$ cat src/rtl/bnn_layer_sequencer_pkg.sv
// Shared types and defaults for the BNN layer sequencer.
// Imported by the interface, watchdog and top level.
package bnn_seq_pkg;

  typedef enum logic [1:0] {
    IDLE = 2'd0,
    RUN  = 2'd1,
    DONE = 2'd2,
    ERR  = 2'd3
  } seq_state_t;

  localparam int DEF_N_STAGES       = 3;
  localparam int DEF_TIMEOUT_CYCLES = 4096;
  localparam int DEF_CNT_W          = 16;

  function automatic int idx_w(input int n);
    return $clog2(n + 1);
  endfunction

endpackage

$ cat src/rtl/bnn_layer_sequencer_if.sv
// Host and stage-side signal bundle of the layer sequencer.
// master = host/stages, slave = sequencer.
interface bnn_layer_sequencer_if
  import bnn_seq_pkg::*;
#(
  parameter int N_STAGES = DEF_N_STAGES,
  parameter int CNT_W    = DEF_CNT_W
) ();

  localparam int IW = idx_w(N_STAGES);

  logic                start;
  logic                ack;
  logic [N_STAGES-1:0] stage_done;
  logic [N_STAGES-1:0] stage_en;
  logic [IW-1:0]       cur_stage;
  logic                busy;
  logic                frame_done;
  logic                error;
  logic [CNT_W-1:0]    cycle_count;

  modport master (
    output start, ack, stage_done,
    input  stage_en, cur_stage, busy,
    input  frame_done, error, cycle_count
  );

  modport slave (
    input  start, ack, stage_done,
    output stage_en, cur_stage, busy,
    output frame_done, error, cycle_count
  );

endinterface

$ cat src/rtl/bnn_layer_sequencer_watchdog.sv
// Per-stage hang detector: counts enabled cycles since the
// last clear and flags when the limit is reached.
module stage_watchdog
  import bnn_seq_pkg::*;
#(
  parameter int TIMEOUT_CYCLES = DEF_TIMEOUT_CYCLES
) (
  input  logic clk,
  input  logic rst_n,
  input  logic clear,
  input  logic enable,
  output logic expired
);

  localparam int W =
    (TIMEOUT_CYCLES > 1) ? $clog2(TIMEOUT_CYCLES) : 1;
  localparam bit ARMED = (TIMEOUT_CYCLES > 0);
  localparam logic [W-1:0] LIMIT =
    ARMED ? W'(TIMEOUT_CYCLES - 1) : '0;

  logic [W-1:0] cnt_q;
  logic [W-1:0] cnt_d;

  // Parks at LIMIT so expired stays up until cleared
  always_comb begin
    cnt_d = cnt_q;
    if (clear) begin
      cnt_d = '0;
    end else if (enable && (cnt_q != LIMIT)) begin
      cnt_d = cnt_q + 1'b1;
    end
  end

  always_ff @(posedge clk or negedge rst_n) begin
    if (!rst_n) begin
      cnt_q <= '0;
    end else begin
      cnt_q <= cnt_d;
    end
  end

  assign expired = ARMED && (cnt_q == LIMIT);

endmodule

$ cat src/rtl/bnn_layer_sequencer.sv
// Frame controller: raises stage enables cumulatively, advances
// on done, traps hung stages and reports frame latency.
module bnn_layer_sequencer
  import bnn_seq_pkg::*;
#(
  parameter int N_STAGES       = DEF_N_STAGES,
  parameter int TIMEOUT_CYCLES = DEF_TIMEOUT_CYCLES,
  parameter int CNT_W          = DEF_CNT_W
) (
  input logic                  clk,
  input logic                  rst_n,
  bnn_layer_sequencer_if.slave seq
);

  localparam int IW = idx_w(N_STAGES);

  localparam logic [1:0] S_IDLE = IDLE;
  localparam logic [1:0] S_RUN  = RUN;
  localparam logic [1:0] S_DONE = DONE;
  localparam logic [1:0] S_ERR  = ERR;

  localparam logic [IW-1:0]    LAST    = IW'(N_STAGES - 1);
  localparam logic [CNT_W-1:0] CNT_MAX = '1;

  logic [1:0]          state_q, state_d;
  logic [N_STAGES-1:0] en_q, en_d;
  logic [IW-1:0]       cur_q, cur_d;
  logic                busy_q, busy_d;
  logic                fdone_q, fdone_d;
  logic                err_q, err_d;
  logic [CNT_W-1:0]    cnt_q, cnt_d;

  logic done_cur;
  logic wd_clear;
  logic wd_en;
  logic wd_exp;

  // Only the running stage's done level matters
  always_comb begin
    done_cur = 1'b0;
    for (int j = 0; j < N_STAGES; j++) begin
      if (cur_q == IW'(j)) begin
        done_cur = seq.stage_done[j];
      end
    end
  end

  assign wd_en    = (state_q == S_RUN);
  assign wd_clear = !wd_en || done_cur;

  stage_watchdog #(
    .TIMEOUT_CYCLES(TIMEOUT_CYCLES)
  ) u_wd (
    .clk    (clk),
    .rst_n  (rst_n),
    .clear  (wd_clear),
    .enable (wd_en),
    .expired(wd_exp)
  );

  always_comb begin
    state_d = state_q;
    en_d    = en_q;
    cur_d   = cur_q;
    busy_d  = busy_q;
    fdone_d = fdone_q;
    err_d   = err_q;
    cnt_d   = cnt_q;
    unique case (state_q)
      S_IDLE: begin
        if (seq.start) begin
          state_d = S_RUN;
          en_d    = '0;
          en_d[0] = 1'b1;
          cur_d   = '0;
          busy_d  = 1'b1;
          cnt_d   = '0;
        end
      end
      S_RUN: begin
        if (cnt_q != CNT_MAX) begin
          cnt_d = cnt_q + 1'b1;
        end
        // Done beats a coinciding timeout
        if (done_cur) begin
          if (cur_q == LAST) begin
            state_d = S_DONE;
            fdone_d = 1'b1;
          end else begin
            cur_d = cur_q + 1'b1;
            en_d  = en_q | (en_q << 1);
          end
        end else if (wd_exp) begin
          state_d = S_ERR;
          en_d    = '0;
          err_d   = 1'b1;
        end
      end
      S_DONE: begin
        if (seq.ack) begin
          state_d = S_IDLE;
          en_d    = '0;
          cur_d   = '0;
          busy_d  = 1'b0;
          fdone_d = 1'b0;
        end
      end
      S_ERR: begin
        if (seq.ack) begin
          state_d = S_IDLE;
          cur_d   = '0;
          busy_d  = 1'b0;
          err_d   = 1'b0;
        end
      end
      default: begin
        state_d = S_IDLE;
        en_d    = '0;
        cur_d   = '0;
        busy_d  = 1'b0;
        fdone_d = 1'b0;
        err_d   = 1'b0;
      end
    endcase
  end

  always_ff @(posedge clk or negedge rst_n) begin
    if (!rst_n) begin
      state_q <= S_IDLE;
      en_q    <= '0;
      cur_q   <= '0;
      busy_q  <= 1'b0;
      fdone_q <= 1'b0;
      err_q   <= 1'b0;
      cnt_q   <= '0;
    end else begin
      state_q <= state_d;
      en_q    <= en_d;
      cur_q   <= cur_d;
      busy_q  <= busy_d;
      fdone_q <= fdone_d;
      err_q   <= err_d;
      cnt_q   <= cnt_d;
    end
  end

  assign seq.stage_en    = en_q;
  assign seq.cur_stage   = cur_q;
  assign seq.busy        = busy_q;
  assign seq.frame_done  = fdone_q;
  assign seq.error       = err_q;
  assign seq.cycle_count = cnt_q;

endmodule
$ cat src/flat_wrapper.sv
// flat-port wrapper written by rule: the top's interface ports become plain ports
module bnn_layer_sequencer_flat import bnn_seq_pkg::*;
#(
  parameter int N_STAGES       = DEF_N_STAGES,
  parameter int TIMEOUT_CYCLES = DEF_TIMEOUT_CYCLES,
  parameter int CNT_W          = DEF_CNT_W
)
  (clk, rst_n, seq_start, seq_ack, seq_stage_done, seq_stage_en, seq_cur_stage, seq_busy, seq_frame_done, seq_error, seq_cycle_count);
  bnn_layer_sequencer_if #(.N_STAGES(N_STAGES), .CNT_W(CNT_W)) seq_i ();
  input logic clk;
  input logic rst_n;
  input wire logic [$bits(seq_i.start)-1:0] seq_start;
  input wire logic [$bits(seq_i.ack)-1:0] seq_ack;
  input wire logic [$bits(seq_i.stage_done)-1:0] seq_stage_done;
  output wire logic [$bits(seq_i.stage_en)-1:0] seq_stage_en;
  output wire logic [$bits(seq_i.cur_stage)-1:0] seq_cur_stage;
  output wire logic [$bits(seq_i.busy)-1:0] seq_busy;
  output wire logic [$bits(seq_i.frame_done)-1:0] seq_frame_done;
  output wire logic [$bits(seq_i.error)-1:0] seq_error;
  output wire logic [$bits(seq_i.cycle_count)-1:0] seq_cycle_count;
  assign seq_i.start = seq_start;
  assign seq_i.ack = seq_ack;
  assign seq_i.stage_done = seq_stage_done;
  assign seq_stage_en = seq_i.stage_en;
  assign seq_cur_stage = seq_i.cur_stage;
  assign seq_busy = seq_i.busy;
  assign seq_frame_done = seq_i.frame_done;
  assign seq_error = seq_i.error;
  assign seq_cycle_count = seq_i.cycle_count;
  bnn_layer_sequencer #(.N_STAGES(N_STAGES), .TIMEOUT_CYCLES(TIMEOUT_CYCLES), .CNT_W(CNT_W)) u_core (.clk(clk), .rst_n(rst_n), .seq(seq_i));
endmodule
$ cat config.mk
export PLATFORM = sky130hd
export DESIGN_NAME = bnn_layer_sequencer_flat
export DESIGN_NICKNAME = d
export VERILOG_FILES = /design/src/rtl/bnn_layer_sequencer_pkg.sv /design/src/rtl/bnn_layer_sequencer_if.sv /design/src/rtl/bnn_layer_sequencer_watchdog.sv /design/src/rtl/bnn_layer_sequencer.sv /design/src/flat_wrapper.sv
export SDC_FILE = /design/constraint.sdc
export NUM_CORES = 1
export LEC_CHECK = 0
export BUFFER_PORTS_ARGS = -buffer_cell sky130_fd_sc_hd__buf_2
export CORE_ASPECT_RATIO = 1.1
export CORE_MARGIN = 5
export CORE_UTILIZATION = 30
export CTS_CLUSTER_SIZE = 12
export DETAILED_ROUTE_END_ITERATION = 12
export SYNTH_ARGS = -nofsm -noshare
export SYNTH_HDL_FRONTEND = slang
export SYNTH_SLANG_ARGS = --single-unit
$ cat constraint.sdc
create_clock -name clk -period 2.2 [get_ports clk]
set_input_delay 0 -clock clk [delete_from_list [all_inputs] [get_ports clk]]
set_output_delay 0 -clock clk [all_outputs]
set_load 0.005 [all_outputs]
Yosys cells after proc, flatten, opt, wreduce, memory -nomap -nowiden
Cells that the tools add are included.

storage, ports and cells
  register bits = 38
  bits of input ports = 7
  output and inout bits = 24

operators by class
  add/sub/neg operators = 3
  equal/unequal tests = 21
  muxes and demuxes = 33
  bitwise operators = 1
  reductions and logical operators = 19

operator list
  cell                                                                   number
  16-bit 2-to-1 mux                                                      2
  16-bit case mux with 2 select lines                                    1
  12-bit 2-to-1 mux                                                      2
  16-bit by 1-bit adder with 16-bit output, second input constant        1
  2-bit 2-to-1 mux                                                       8
  16-bit != test, second input constant                                  1
  4-bit AND reduction                                                    4
  3-bit 2-to-1 mux                                                       5
  12-bit by 1-bit adder with 12-bit output, second input constant        1
  12-bit equality test, second input constant                            1
  12-bit != test, second input constant                                  1
  2-bit case mux with 3 select lines                                     2
  2-bit by 1-bit != test with 1-bit output, second input constant        5
  2-bit != test, second input constant                                   5
  2-bit nonzero test                                                     5
  1-bit 2-to-1 mux                                                       9
  3-bit case mux with 3 select lines                                     1
  2-bit equality test, second input constant                             3
  3-bit != test, second input constant                                   2
  1-bit case mux with 2 select lines                                     3
  3-bit AND reduction                                                    2
  5-bit AND reduction                                                    1
  2-bit by 1-bit equality test with 1-bit output, second input constant  2
  2-bit zero test                                                        2
  8 further kinds                                                        8

Logic depth before layout (Yosys ltp)
  word-level depth = 6
  gate-level depth with buffers = 7
  mapped depth without buffers = 6

Hierarchy
From an unflattened synthesis, not the netlist that was laid out.

second synthesis, totals
  cell total of the unflattened synthesis = 255
  area, all modules = 2,373.5 µm²

modules (own cells, without submodules)
  module               instances  cells each  area an instance (µm²)
  bnn_layer_sequencer  1          188         1,711.6
  stage_watchdog       1          67          661.9

Worst setup path after synthesis
Ideal clock, no wire load.

  path type = reg2reg
  start point = register u_core.cnt_q[0], in the netlist u_core.seq.cycle_count[0]
  end point = register u_core.cnt_q[0], in the netlist u_core.seq.cycle_count[0]
  setup time = 127 ps
  arrival time = 1,649 ps
  data required time = 2,073 ps
  path slack = 423 ps
  cell stages (with the launch flop) = 7
  cells stage by stage = dfrtp_1 ha_1 nand3_4 nor3_4 a31o_2 buf_6 mux2_1

on the way
  cells in the longest elaborated chain, start to end = 3
  elaborated cells on any way between the ends = 6
  classes of those cells = add/sub (1); eq/ne (2); mux (2); reduce/logical (1)

ends and longest elaborated chain
  item                                                                                  line                                                  RTL
  from (decl)                                                                           bnn_layer_sequencer.sv:31                             logic [CNT_W-1:0] cnt_q, cnt_d;
  from (signal assigned)                                                                bnn_layer_sequencer.sv:143                            cnt_q <= cnt_d;
  16-bit by 1-bit adder with 16-bit output / 16-bit != test (equally long branches)     bnn_layer_sequencer.sv:82, bnn_layer_sequencer.sv:81
  16-bit 2-to-1 mux / 2-bit by 1-bit != test with 1-bit output (equally long branches)  n/a
  16-bit case mux with 2 select lines / 3-bit AND reduction (equally long branches)     n/a

Parallel ways exist; a longest one is shown, timed or not. The select of a mux whose other input is x is not followed.
A chain may end at the register's enable or synchronous reset.

Worst setup path after layout
  start point = register u_core.state_q[1]
  end point = register u_core.u_wd.cnt_q[10]

on the way
  cells in the longest elaborated chain, start to end = 4
  elaborated cells on any way between the ends = 6
  classes of those cells = eq/ne (1); mux (1); reduce/logical (4)

ends and longest elaborated chain
  item                                                            line                                RTL
  from (decl)                                                     bnn_layer_sequencer.sv:25           logic [1:0] state_q, state_d;
  from (signal assigned)                                          bnn_layer_sequencer.sv:137          state_q <= state_d;
  2-bit by 1-bit equality test with 1-bit output (*)              bnn_layer_sequencer.sv:48           assign wd_en = (state_q == S_RUN);
  1-bit zero test                                                 bnn_layer_sequencer.sv:49           assign wd_clear = !wd_en || done_cur;
  1-bit logical OR                                                bnn_layer_sequencer.sv:49
  12-bit 2-to-1 mux / 2-bit nonzero test (equally long branches)  n/a
  to (signal assigned)                                            bnn_layer_sequencer_watchdog.sv:38  cnt_q <= cnt_d;
  to (decl)                                                       bnn_layer_sequencer_watchdog.sv:21  logic [W-1:0] cnt_q;

Every way passes the cells marked *; elsewhere a longest branch is shown, timed or not.

==> summary.txt <==
Layout cells sized above 1: 0.216
Reg2reg start: u_core.state_q[1]
NumNets Final: 302
Routed length per instance: 14.5 um
Worst Hold Endpoint: u_core.seq.error
Post-synthesis sequential area ratio: 0.398
Final slew viol count: 0
Cells after Synth: 246
Clock transition at path regs: 0.08 ns
Die X: 95.1 um
Status: complete, no violations
Setup TNS: 0 ns
DRC viols: 0
Total Wirelength: 5720 um
Leak pwr: 0.00123 uW
Final setup fails: 0
RePlAce Congestion: 0.858
Mapped cell area: 2390 um2
Row Count: 34
Global route total overflow: 0
Final WS setup: 0.287 ns
Peak VDD IR: 0.336 mV
R2R depth: 7
Final Critical Period: 1.91 ns
Yosys reg bits: 38
First-pass GRT wire length: 10000 um
Req. time, crit path: 2.41 ns
Final core occ: 0.363
Netlist cell types: 64
CP Max Fanout: 13
Worst setup SP type: flip-flop
I/O pins: 31
Clock Latency Late Sink: 0.30 ns
CTS tree: yes
Critical path type: reg -> reg
Synth Net Count: 262
WHS Path Cells: 4
Vias per inst: 5.18
Hold WC Path Type: in -> reg
TritonRoute pass-1 iters: 4
Vias in the first global route: 2079
H-tree Lvls: 2
Max Freq: 523 MHz
Slack of the worst reg-to-reg path: 0.29 ns
IO buf count: 30
Number of diodes: 0
Initial Utilization: 0.305
Initial antenna violation count: 0
HP Start: seq_ack
Number of enable flip-flop cells after synthesis: 0
WHS: 0.0422 ns
RSZ-0062 raised after global routing: false
Root Buffer Master: clkbuf_8
Most frequent cells in the layout: dfrtp_1 (38), buf_2 (30), nor2_1 (21), nand2_1 (21), inv_1 (11)
TritonCTS buffer count: 5
Final Cycle Share: 0.870
Yosys Warn Count: 0
Total track usage: 0.125
DR iter-0 viols: 71
Die footprint: 9850 um2
Mapped Avg Cell Area: 9.71 um2
Setup Buffers After CTS: 0
Largest net degree at the start of global routing: 39
Pwr dens: 1040 nW/um2
Clock skew: 0.0126 ns
Place WS: 0.321 ns
Post-DP HPWL: 4160 um
CP endpoint kind: flip-flop
Via count: 2048
Rel. slew slack: 0.424
Top FF cell, synth: dfrtp_1
Max cap viols: 0
Worst slew pin tran: 0.864 ns
Core area: 7830 um2
Async SR Flop Fraction: 1.00
Commonest non-fill, non-tap cell in the layout: dfrtp_1
Area Growth Syn to Fin: 19.1%
Final Hold Vio Count: 0
# clock sinks: 38
Worst path arrival time: 2.12 ns
CTS max path bufs: 2
Antenna Nets Post-Route: 0
Die Span Y: 104 um
Reg-to-reg endpoint: u_core.u_wd.cnt_q[10]
## worst max-delay path by stage
stage	from	to	slack (ns)	cells past startpoint
after floorplan	u_core.seq.cycle_count[0]	u_core.seq.cycle_count[0]	0.42	6
after global placement	u_core.state_q[1]	u_core.u_wd.cnt_q[10]	0.36	7
after detailed placement	u_core.state_q[1]	u_core.u_wd.cnt_q[10]	0.32	7
after CTS	u_core.state_q[1]	u_core.u_wd.cnt_q[10]	0.29	7
after global routing	u_core.state_q[1]	u_core.u_wd.cnt_q[10]	0.09	7
final	u_core.state_q[1]	u_core.u_wd.cnt_q[10]	0.29	7
## report_power, final
group	internal, uW	total (uW)	switching (uW)
registers	804	922	119
logic	544	1300	753
clock network	484	745	261
total	1830	2960	1130
## kinds of logic (layout without fill, tap and decap cells)
logic type	count (synthesis)	in the layout	synth area share
multiplexers	11	11	0.0477
AO/OA/AOI/OAI	65	65	0.213
XOR/XNOR	5	5	0.0183
AND/OR/NAND/NOR	99	99	0.235
flip-flops	38	38	0.398
buffers and inverters	19	60	0.0414
adder cells (fa/ha/maj)	9	9	0.0471
## per-stage QoR
step | area (um2) | std cells | total power (uW)
floorplan | 2390 | 246 | 1830
global placement | 2690 | 386 | 2210
detailed placement | 2690 | 386 | 2240
CTS | 2840 | 395 | 3000
global route | 2840 | 395 | 3200
finish | 2840 | 395 | 2960
## state kept, by name, indices dropped and copies added, names as in the netlist
| register | flops |
|---|---|
| u_core.state_q | 2 |
| u_core.u_wd.cnt_q | 12 |
| u_core.seq.stage_en | 3 |
| u_core.seq.error | 1 |
| u_core.seq.frame_done | 1 |
| u_core.seq.cur_stage | 2 |
| u_core.seq.cycle_count | 16 |
| u_core.seq.busy | 1 |
## per-layer routing
metal,share of wire,vias to the layer above,track usage
li1,-,1018,-
met1,0.46,978,0.162
met2,0.49,48,0.203
met3,0.038,4,0.0283
met4,0.0082,0,0.0423
met5,0,-,0
## timing repair
item	4_1_cts	5_1_grt
endpoints found under the hold margin	38	0
endpoints found under the setup margin	0	0
hold buffers	1	0
resized for setup	0	0
## critical path, stage by stage, from the launching register on
cell and delay (ns):
dfrtp_1 0.43, inv_1 0.11, ha_1 0.19, buf_4 0.21, nand2b_1 0.07, o32a_1 0.41, buf_4 0.21, a311oi_1 0.19
## layout make-up
| class | instances | area [um2] |
|---|---|---|
| clock inverter | 2 | 60.1 |
| clock buffer | 6 | 82.6 |
| fill | 826 | 4980 |
| inverter | 11 | 41.3 |
| timing repair buffer | 41 | 235 |
| tap | 108 | 135 |
| sequential | 38 | 951 |
| multi-input combinational | 189 | 1340 |
## cell usage after synthesis (2+ instances only)
cell       count  area, um2
o311ai_0       3       26.3
mux2_2         2       22.5
clkbuf_1       3       11.3
and2_1         4       25.0
o211ai_2       2       25.0
ha_1           9        113
mux2i_1        8       80.1
a31oi_1        5       31.3
and3_1         2       12.5
nand4b_1       2       17.5
and4_1         3       26.3
nand2_1       21       78.8
a21oi_1       10       50.1
o2bb2ai_1      7       61.3
buf_6          3       33.8
xor2_1         4       35.0
nor4_1         3       18.8
o31ai_1        2       15.0
nor3_1         8       40.0
a41oi_1        2       17.5
or3_1          3       18.8
nand4_1        6       37.5
o211ai_1       3       22.5
a22o_1         2       17.5
a311oi_1       3       26.3
inv_1         11       41.3
o21ai_0        6       30.0
nand3_1        9       45.0
nand2b_1       6       37.5
nor2_1        21       78.8
o2111ai_1      3       26.3
dfrtp_1       38        951
Power figures use the tool's default switching activity.
